**config.mk**
```make
export PLATFORM = sky130hd
export DESIGN_NAME = execution_memory_skid_register
export DESIGN_NICKNAME = d
export VERILOG_FILES = /design/src/rtl/execution_memory_skid_register.sv
export SDC_FILE = /design/constraint.sdc
export NUM_CORES = 1
export LEC_CHECK = 0
export ABC_AREA = 0
export CORE_ASPECT_RATIO = 0.5
export CORE_MARGIN = 3
export CORE_UTILIZATION = 40
export CTS_CLUSTER_DIAMETER = 40
export DETAILED_ROUTE_END_ITERATION = 8
export PLACE_DENSITY = 0.65
export SYNTH_ARGS = -nofsm -noshare
export SYNTH_HDL_FRONTEND = slang
export SYNTH_SLANG_ARGS = --single-unit
```
**constraint.sdc**
```tcl
create_clock -name clk_i -period 2.55 [get_ports clk_i]
set_input_delay 0.51 -clock clk_i [delete_from_list [all_inputs] [get_ports clk_i]]
set_output_delay 0.51 -clock clk_i [all_outputs]
set_load 0.02 [all_outputs]
```
**src/rtl/execution_memory_skid_register.sv**
```systemverilog
// Execution-to-memory pipeline register with a valid/ready handshake and a one-entry skid buffer.
// ready_o depends only on registered state, so downstream stalls never reach the ALU combinationally.
module execution_memory_skid_register #(
   parameter int WORD       = 32,
   parameter int ADDR_WIDTH = 4,
   parameter int SRC_W      = 2
) (
   input  logic                  clk_i,
   input  logic                  reset_i,
   input  logic                  flush_i,
   input  logic                  is_valid_i,
   output logic                  ready_o,
   input  logic                  mem_write_en_i,
   input  logic                  reg_file_write_en_i,
   input  logic [SRC_W-1:0]      reg_file_data_source_i,
   input  logic [ADDR_WIDTH-1:0] reg_dest_addr_i,
   input  logic [WORD-1:0]       alu_result_i,
   input  logic [WORD-1:0]       reg_2_data_i,
   output logic                  is_valid_o,
   input  logic                  ready_i,
   output logic                  mem_write_en_o,
   output logic                  reg_file_write_en_o,
   output logic [SRC_W-1:0]      reg_file_data_source_o,
   output logic [ADDR_WIDTH-1:0] reg_dest_addr_o,
   output logic [WORD-1:0]       alu_result_o,
   output logic [WORD-1:0]       reg_2_data_o,
   output logic [1:0]            occupancy_o
);

   localparam int PW = 2 + SRC_W + ADDR_WIDTH + 2 * WORD;

   localparam logic [1:0] EMPTY = 2'd0;
   localparam logic [1:0] ONE   = 2'd1;
   localparam logic [1:0] TWO   = 2'd2;

   logic [1:0]    state_reg, state_next;
   logic [PW-1:0] main_reg, main_next;
   logic [PW-1:0] skid_reg, skid_next;
   logic [PW-1:0] in_payload;
   logic          acc, pop;
   logic          mem_write_en_held, reg_file_write_en_held;

   assign in_payload = {mem_write_en_i, reg_file_write_en_i, reg_file_data_source_i,
                        reg_dest_addr_i, alu_result_i, reg_2_data_i};

   assign ready_o     = (state_reg != TWO);
   assign is_valid_o  = (state_reg != EMPTY);
   assign occupancy_o = state_reg;

   assign acc = is_valid_i & ready_o;
   assign pop = is_valid_o & ready_i;

   always_comb begin
      state_next = state_reg;
      main_next  = main_reg;
      skid_next  = skid_reg;
      if (flush_i) begin
         state_next = EMPTY;
      end else begin
         case (state_reg)
            EMPTY: begin
               if (acc) begin
                  main_next  = in_payload;
                  state_next = ONE;
               end
            end
            ONE: begin
               if (acc && pop) begin
                  main_next = in_payload;
               end else if (acc) begin
                  skid_next  = in_payload;
                  state_next = TWO;
               end else if (pop) begin
                  state_next = EMPTY;
               end
            end
            TWO: begin
               // ready_o is low here, so only a pop can move the entries
               if (pop) begin
                  main_next  = skid_reg;
                  state_next = ONE;
               end
            end
            default: state_next = EMPTY;
         endcase
      end
   end

   always_ff @(posedge clk_i) begin
      if (reset_i) begin
         state_reg <= EMPTY;
         main_reg  <= '0;
         skid_reg  <= '0;
      end else begin
         state_reg <= state_next;
         main_reg  <= main_next;
         skid_reg  <= skid_next;
      end
   end

   assign {mem_write_en_held, reg_file_write_en_held, reg_file_data_source_o,
           reg_dest_addr_o, alu_result_o, reg_2_data_o} = main_reg;

   // Enables are masked so a bubble can never write memory or the register file
   assign mem_write_en_o      = mem_write_en_held & is_valid_o;
   assign reg_file_write_en_o = reg_file_write_en_held & is_valid_o;

endmodule
```
==> summary.txt, run 1 <==
Worst setup path
  • Critical path startpoint category: register
  • Instance count on the critical path: 3
  • Worst endpoint required time: around 2.0 ns
  • Crit Path Class: register to output port
  • Top Family by Delay on Critical Path: buffers and inverters
  • Data arrival time of the worst path: between 1.5 and 2 ns
  • Crit-path max FO: 8
  • Number of cells traversed by the worst register-to-register path: 4
  • Slowest CP cell: sky130_fd_sc_hd__clkdlybuf4s50_1
  • Max incr delay on CP: ~0.56 ns
  • Worst path bufs/invs: 1
  • Critical path, cell by cell: or2_2, and2_1, clkdlybuf4s50_1
  • Capturing element type of the critical path: output port

Timing
  • Worst Tran Pin Value: ~0.56 ns
  • Crit share post-route: a little over nine tenths
  • Hold Fails Final Rpt: 0
  • Fmax: around 420 MHz
  • Setup repair after global routing missed its margin: no
  • Final setup skew: around 0.0094 ns
  • Max Transition Viols Final: 0
  • Clock period minus final worst setup slack: roughly 2.4 ns
  • Worst slew margin: between 60% and 70%
  • Final-report setup violation count: 0
  • Worst slack on hold paths: 0.453 ns
  • Final TNS setup: 0 ns

Synth
  • Cells after Synth: between 800 and 900
  • Synth Net Count: 893
  • Synth warnings: 0
  • Portion of netlist area occupied by mux cells: under 10%
  • Number of distinct library cells after synthesis: 31
  • Avg Synthesized Cell Area: 8.98 sq um
  • Proportion of synthesized chip area in sequential cells: 39.9%
  • Synth Area in Simple Gates: 15.2%
  • Post-synthesis instance area: about 7300 sq um
  • Post-Synth XOR/XNOR Area: 0%
  • Largest family of logic cells by synthesized area: compound AO/OA/AOI/OAI gates
  • Synthesized-area fraction occupied by adder cells: 0%
  • Share of the synthesized area in compound gates (AO/OA/AOI/OAI): 20.4%
  • Flop and latch count out of synthesis: 146

Die
  • Placement Rows: 34
  • Die area: around 20000 sq um
  • Core region area: 17700 sq um
  • Io pins: between 150 and 200
  • Overall die height: between 100 and 150 um
  • Horizontal die dimension: 197 um
  • Effective utilization at floorplan: between 40% and 50%

Placed design
  • Final HPWL from detailed placement: roughly 10000 um
  • Total of buffers placed on input and output ports: around 150
  • Last weighted congestion value of the routability-driven placer: 0.735

Layout
  • Post-layout net count: 931
  • Sequential cell area in the final layout: between 2000 and 3000 sq um
  • Highest-count cells in the layout ignoring fill and taps: sky130_fd_sc_hd__clkdlybuf4s50_1, sky130_fd_sc_hd__dfxtp_1, sky130_fd_sc_hd__nand2_1
  • Number of inserted filler cells in the final layout: approximately 1600
  • Most common cell after layout, fill and taps aside: sky130_fd_sc_hd__clkdlybuf4s50_1
  • Layout area overhead: 21.0%
  • Fraction of final layout cells sized beyond drive strength 1: under 10%
  • Antenna cells: 0
  • Final standard cell utilization of the core: between 50% and 60%
  • Multi-input gate area: ~3300 sq um

Clocking
  • Clock transition time at the flip-flop clock pins of the worst setup and hold paths: roughly 0.06 ns
  • Root Buffer Master: sky130_fd_sc_hd__clkbuf_16
  • Count of instances resized after the clock tree is built: 0
  • Number of buffers on the longest clock path: 2
  • H-tree level count: 4
  • CTS Hold Buffers Added: 0
  • Number of buffers created by CTS: 17
  • Sinks on Clock Net: approximately 150
  • CTS tree: built
  • Clock latency of the later-clocked register in the worst-skew pair: 0.41 ns
  • # Post-CTS Setup Buffers: 0

GRT
  • Total congestion overflow after global routing: 0
  • Global-route wire length before repair: between 20000 and 30000 um
  • Maximum number of pins on one net before global-route repair: 93
  • Number of antenna violations at the first check in global routing: 0
  • Total global routing track utilization: between 10% and 20%
  • Vias in the first global route: 5377

Pwr
  • IR Drop Worst-Case VDD: 0.000480 V
  • Power per Cell Area: 629 nW/um^2
  • Leakage dissipation: 3.49 nW

Route
  • WL/cell: 15.2 um
  • Via Count: ~5600
  • First-pass iteration count of the detailed router: 4
  • Starting DRT DRC Count: 204
  • ANT nets after route: 0
  • Post-route DRC violation count: 0
  • Vias per cell: 5.06
  • Detailed-route wire length: roughly 17000 um

Run status
  • Result of the run: finished, final reports clean

Flow run
  • Total of max-cap violations: 0

Min path
  • Hold Path Stages: 2
  • Path type of the worst min-delay path: register to register
-- power by group --
part / switching, mW / leakage, nW / internal, mW / total, mW
clock: 0.985 / 0.270 / 1.53 / 2.52
combinational: 0.356 / 2.03 / 0.319 / 0.675
sequential: 0.0344 / 1.19 / 2.35 / 2.39
-- cell type report --
type,count,share of cell area (%)
Timing Repair Buffer,167,19.4
Sequential cell,146,33.0
Tap cell,234,3.30
Clock inverter,13,1.83
Multi-Input combinational cell,522,37.7
Clock buffer,18,4.84
-- tightest hold or removal path, delay by kind of cell, from the launching register on --
family | cells | cell delay, ns
flops | 1 | 0.31
simple gates | 1 | 0.05
compound gates | 1 | 0.05
-- cell families after synthesis --
logic type	count (synthesis)
AOI/OAI and AO/OA	221
buffers and inverters	148
and+or+nand+nor	229
DFF	146
muxes	72
-- stage by stage --
stage          total power, mW  setup slack (ns)  std cells  cell area, sq um
6_report                  5.58             0.145       1100              8870
5_1_grt                   5.82            0.0869       1100              8870
4_1_cts                   5.66             0.108       1100              8870
3_5_place_dp              3.11             0.297       1069              8280
3_3_place_gp              3.10             0.326       1069              8280
2_1_floorplan             2.87             0.943        816              7330
-- routing by layer --
| metal | part of all wire (%) | GRT usage (%) | vias to the layer above |
|---|---|---|---|
| li1 | - | - | 2859 |
| met1 | 47 | 20.8 | 2622 |
| met2 | 49 | 28.6 | 79 |
| met3 | 3.3 | 3.76 | 8 |
| met4 | 0.66 | 4.98 | 0 |
| met5 | 0 | 0 | - |
-- cells in the mapped netlist --
master                        n  share of area [%]
sky130_fd_sc_hd__nand2b_1     1              0.085
sky130_fd_sc_hd__o21a_1       1               0.10
sky130_fd_sc_hd__a21oi_2     10                1.2
sky130_fd_sc_hd__or3_1        1              0.085
sky130_fd_sc_hd__nor3_4       1               0.22
sky130_fd_sc_hd__and3b_1      1               0.12
sky130_fd_sc_hd__dfxtp_1    146                 40
sky130_fd_sc_hd__nor2b_2      1               0.12
sky130_fd_sc_hd__buf_4       71                7.3
sky130_fd_sc_hd__o21ai_1     72                4.9
sky130_fd_sc_hd__clkbuf_1    32                1.6
sky130_fd_sc_hd__and2_1       2               0.17
sky130_fd_sc_hd__nor3_1       1              0.068
sky130_fd_sc_hd__nand2_1    136                7.0
sky130_fd_sc_hd__a21oi_1     63                4.3
sky130_fd_sc_hd__buf_12       7                1.9
sky130_fd_sc_hd__a2111oi_1    1               0.14
sky130_fd_sc_hd__buf_6       15                2.3
sky130_fd_sc_hd__nand2_2     10               0.85
sky130_fd_sc_hd__nor2b_1     72                6.1
sky130_fd_sc_hd__o41ai_2      8                1.8
sky130_fd_sc_hd__mux2i_1     72                9.8
sky130_fd_sc_hd__or2_2        1              0.085
sky130_fd_sc_hd__buf_2       16                1.1
sky130_fd_sc_hd__clkbuf_4     1               0.10
sky130_fd_sc_hd__buf_1        6               0.31
sky130_fd_sc_hd__nand2b_2     1               0.12
sky130_fd_sc_hd__a21oi_4      1               0.22
sky130_fd_sc_hd__o22a_1       1               0.12
sky130_fd_sc_hd__nand2b_4     1               0.19
sky130_fd_sc_hd__o41ai_1     64                7.6
-- worst paths after layout --
path,slack (ns),from,end
worst max-delay path,0.15,occupancy_o[1],reg_file_write_en_o
worst min-delay path,0.45,skid_reg[68],skid_reg[68]
worst max register to register,0.85,occupancy_o[0],main_reg[52]
worst min register to register,0.45,skid_reg[68],skid_reg[68]
Power figures use the tool's default switching activity.
==> run 2: changes to the inputs <==
Settings changed: CTS_BUF_LIST set to sky130_fd_sc_hd__clkbuf_8.
==> run 2 against run 1 <==
Compared with the run above: fmax down 1.4%; count of clock-buffer cells in the layout shrank 1; first-iteration DRC count shrank 4.4%; register-to-register slack barely moved; power shrank 12%; combinational power barely moved; critical path depth unchanged; critical path type unchanged.
==> summary.txt, run 2 (synthesized netlist as in run 1, its figures left out) <==
Die
  • Effective utilization at floorplan: 41.5% (unchanged)
  • Io pins: 153 (unchanged)
  • Core region area: 17700 sq um (unchanged)
  • Horizontal die dimension: 197 um (unchanged)
  • Placement Rows: 34 (unchanged)
  • Die area: 20100 sq um (unchanged)
  • Overall die height: 102 um (unchanged)

Placed design
  • Final HPWL from detailed placement: 10400 um (unchanged)
  • Total of buffers placed on input and output ports: 152 (unchanged)
  • Last weighted congestion value of the routability-driven placer: 0.735 (unchanged)

Timing
  • Worst Tran Pin Value: 0.554 ns (-0.00355 ns)
  • Setup repair after global routing missed its margin: no
  • Max Transition Viols Final: 0 (unchanged)
  • Fmax: 410 MHz (-1.4%)
  • Final-report setup violation count: 0 (unchanged)
  • Worst slew margin: 63.1% (+0.24 points)
  • Crit share post-route: 95.6% (+1.3 points)
  • Final TNS setup: 0 ns (unchanged)
  • Hold Fails Final Rpt: 0 (unchanged)
  • Final setup skew: 0.0137 ns (+0.00433 ns)
  • Clock period minus final worst setup slack: 2.44 ns (+0.0331 ns)

Clocking
  • Root Buffer Master: sky130_fd_sc_hd__clkbuf_8
  • CTS Hold Buffers Added: 0 (unchanged)
  • CTS tree: built
  • Number of buffers on the longest clock path: 2 (unchanged)
  • Count of instances resized after the clock tree is built: 0 (unchanged)
  • Clock transition time at the flip-flop clock pins of the worst setup and hold paths: 0.09 ns (+0.03 ns)
  • Number of buffers created by CTS: 17 (unchanged)
  • H-tree level count: 4 (unchanged)
  • Sinks on Clock Net: 146 (unchanged)
  • Clock latency of the later-clocked register in the worst-skew pair: 0.43 ns (+0.02 ns)
  • # Post-CTS Setup Buffers: 0 (unchanged)

Flow run
  • Total of max-cap violations: 0 (unchanged)

Worst setup path
  • Critical path, cell by cell: or2_2, and2_1, clkdlybuf4s50_1
  • Crit-path max FO: 8 (unchanged)
  • Crit Path Class: register to output port
  • Max incr delay on CP: 0.56 ns (about the same)
  • Slowest CP cell: sky130_fd_sc_hd__clkdlybuf4s50_1
  • Worst endpoint required time: 2.04 ns (about the same)
  • Capturing element type of the critical path: output port
  • Minimum setup slack among reg-to-reg paths: 0.85 ns (about the same)
  • Data arrival time of the worst path: 1.93 ns (+0.04 ns)
  • Critical path startpoint category: register

Layout
  • Post-layout net count: 931 (unchanged)
  • Highest-count cells in the layout ignoring fill and taps: sky130_fd_sc_hd__clkdlybuf4s50_1, sky130_fd_sc_hd__dfxtp_1, sky130_fd_sc_hd__nand2_1
  • Layout area overhead: 18.4%
  • Antenna cells: 0 (unchanged)
  • Fraction of final layout cells sized beyond drive strength 1: 9.47% (unchanged)
  • Most common cell after layout, fill and taps aside: sky130_fd_sc_hd__clkdlybuf4s50_1

Route
  • Starting DRT DRC Count: 195 (-4.4%)
  • First-pass iteration count of the detailed router: 4 (unchanged)
  • Via Count: 5592 (+0.43%)
  • Detailed-route wire length: 16700 um (-0.30%)
  • ANT nets after route: 0 (unchanged)
  • Vias per cell: 5.08 (+0.43%)
  • WL/cell: 15.2 um (-0.30%)
  • Post-route DRC violation count: 0 (unchanged)

Pwr
  • IR Drop Worst-Case VDD: 0.000302 V (-37%)
  • Power per Cell Area: 567 nW/um^2 (-9.9%)
  • Leakage dissipation: 3.41 nW (-2.4%)
  • PnR Total Power: 4.92 mW (-12%)

Min path
  • Path type of the worst min-delay path: input pin to register

GRT
  • Global-route wire length before repair: 27000 um (-0.38%)
  • Number of antenna violations at the first check in global routing: 0 (unchanged)
  • Total congestion overflow after global routing: 0 (unchanged)
  • Vias in the first global route: 5384 (+0.13%)
  • Maximum number of pins on one net before global-route repair: 93 (unchanged)
  • Total global routing track utilization: 16.5% (-0.042 points)

Run status
  • Result of the run: finished, final reports clean
==> run 2: cell count changes in the layout (fill, tap and decap cells not counted) <==
| cell | delta |
|---|---|
| sky130_fd_sc_hd__clkbuf_16 | -17 |
| sky130_fd_sc_hd__clkbuf_8 | +17 |
| sky130_fd_sc_hd__clkbuf_1 | -1 |
| sky130_fd_sc_hd__inv_1 | +1 |
==> run 2: final timing paths <==
check	start	end	cells after the start
setup reg to reg	occupancy_o[0]	main_reg[1]	4
hold / removal	reset_i	skid_reg[34]	2
hold reg to reg	skid_reg[19]	skid_reg[19]	2
setup / recovery	occupancy_o[1]	reg_file_write_en_o	3
==> run 2: area by class of cell <==
type                       count  area (sq um)
fill                        1664          8980
multi-input combinational    522          3340
sequential                   146          2920
timing repair buffer         167          1720
tap                          234           293
clock buffer                  17           234
clock inverter                14           166
==> run 2: report_power, final <==
part	internal (mW)	switching [mW]	total [mW]	leakage, nW
registers	2.35	0.0345	2.38	1.19
logic	0.319	0.356	0.675	2.03
clock network	0.958	0.905	1.86	0.187
total	3.62	1.30	4.92	3.41
==> run 2: routing by layer <==
metal	part of all wire [%]	GRT usage, %	vias up
met2	48	28.5	101
met3	3.9	3.76	13
met5	0	0	-
li1	-	-	2862
met1	47	20.7	2616
met4	0.95	5.14	0
==> run 2: metrics by stage <==
| stage | setup WS, ns | cell area (sq um) | instances | hold WS, ns | utilization (%) |
|---|---|---|---|---|---|
| after global placement | 0.326 | 8280 | 1069 | 0.441 | 46.9 |
| after CTS | 0.0589 | 8680 | 1100 | 0.418 | 49.1 |
| after detailed placement | 0.297 | 8280 | 1069 | 0.446 | 46.9 |
| after floorplan | 0.943 | 7330 | 816 | 0.436 | - |
| after global routing | 0.0415 | 8680 | 1100 | 0.441 | 49.1 |
| final | 0.112 | 8680 | 1100 | 0.454 | 49.1 |
==> run 2: critical path: cells and delay by family, from the launching register on <==
family / cells / cell delay, ns
buf+inv: 1 / 0.56
simple gates: 2 / 0.53
flops: 1 / 0.40
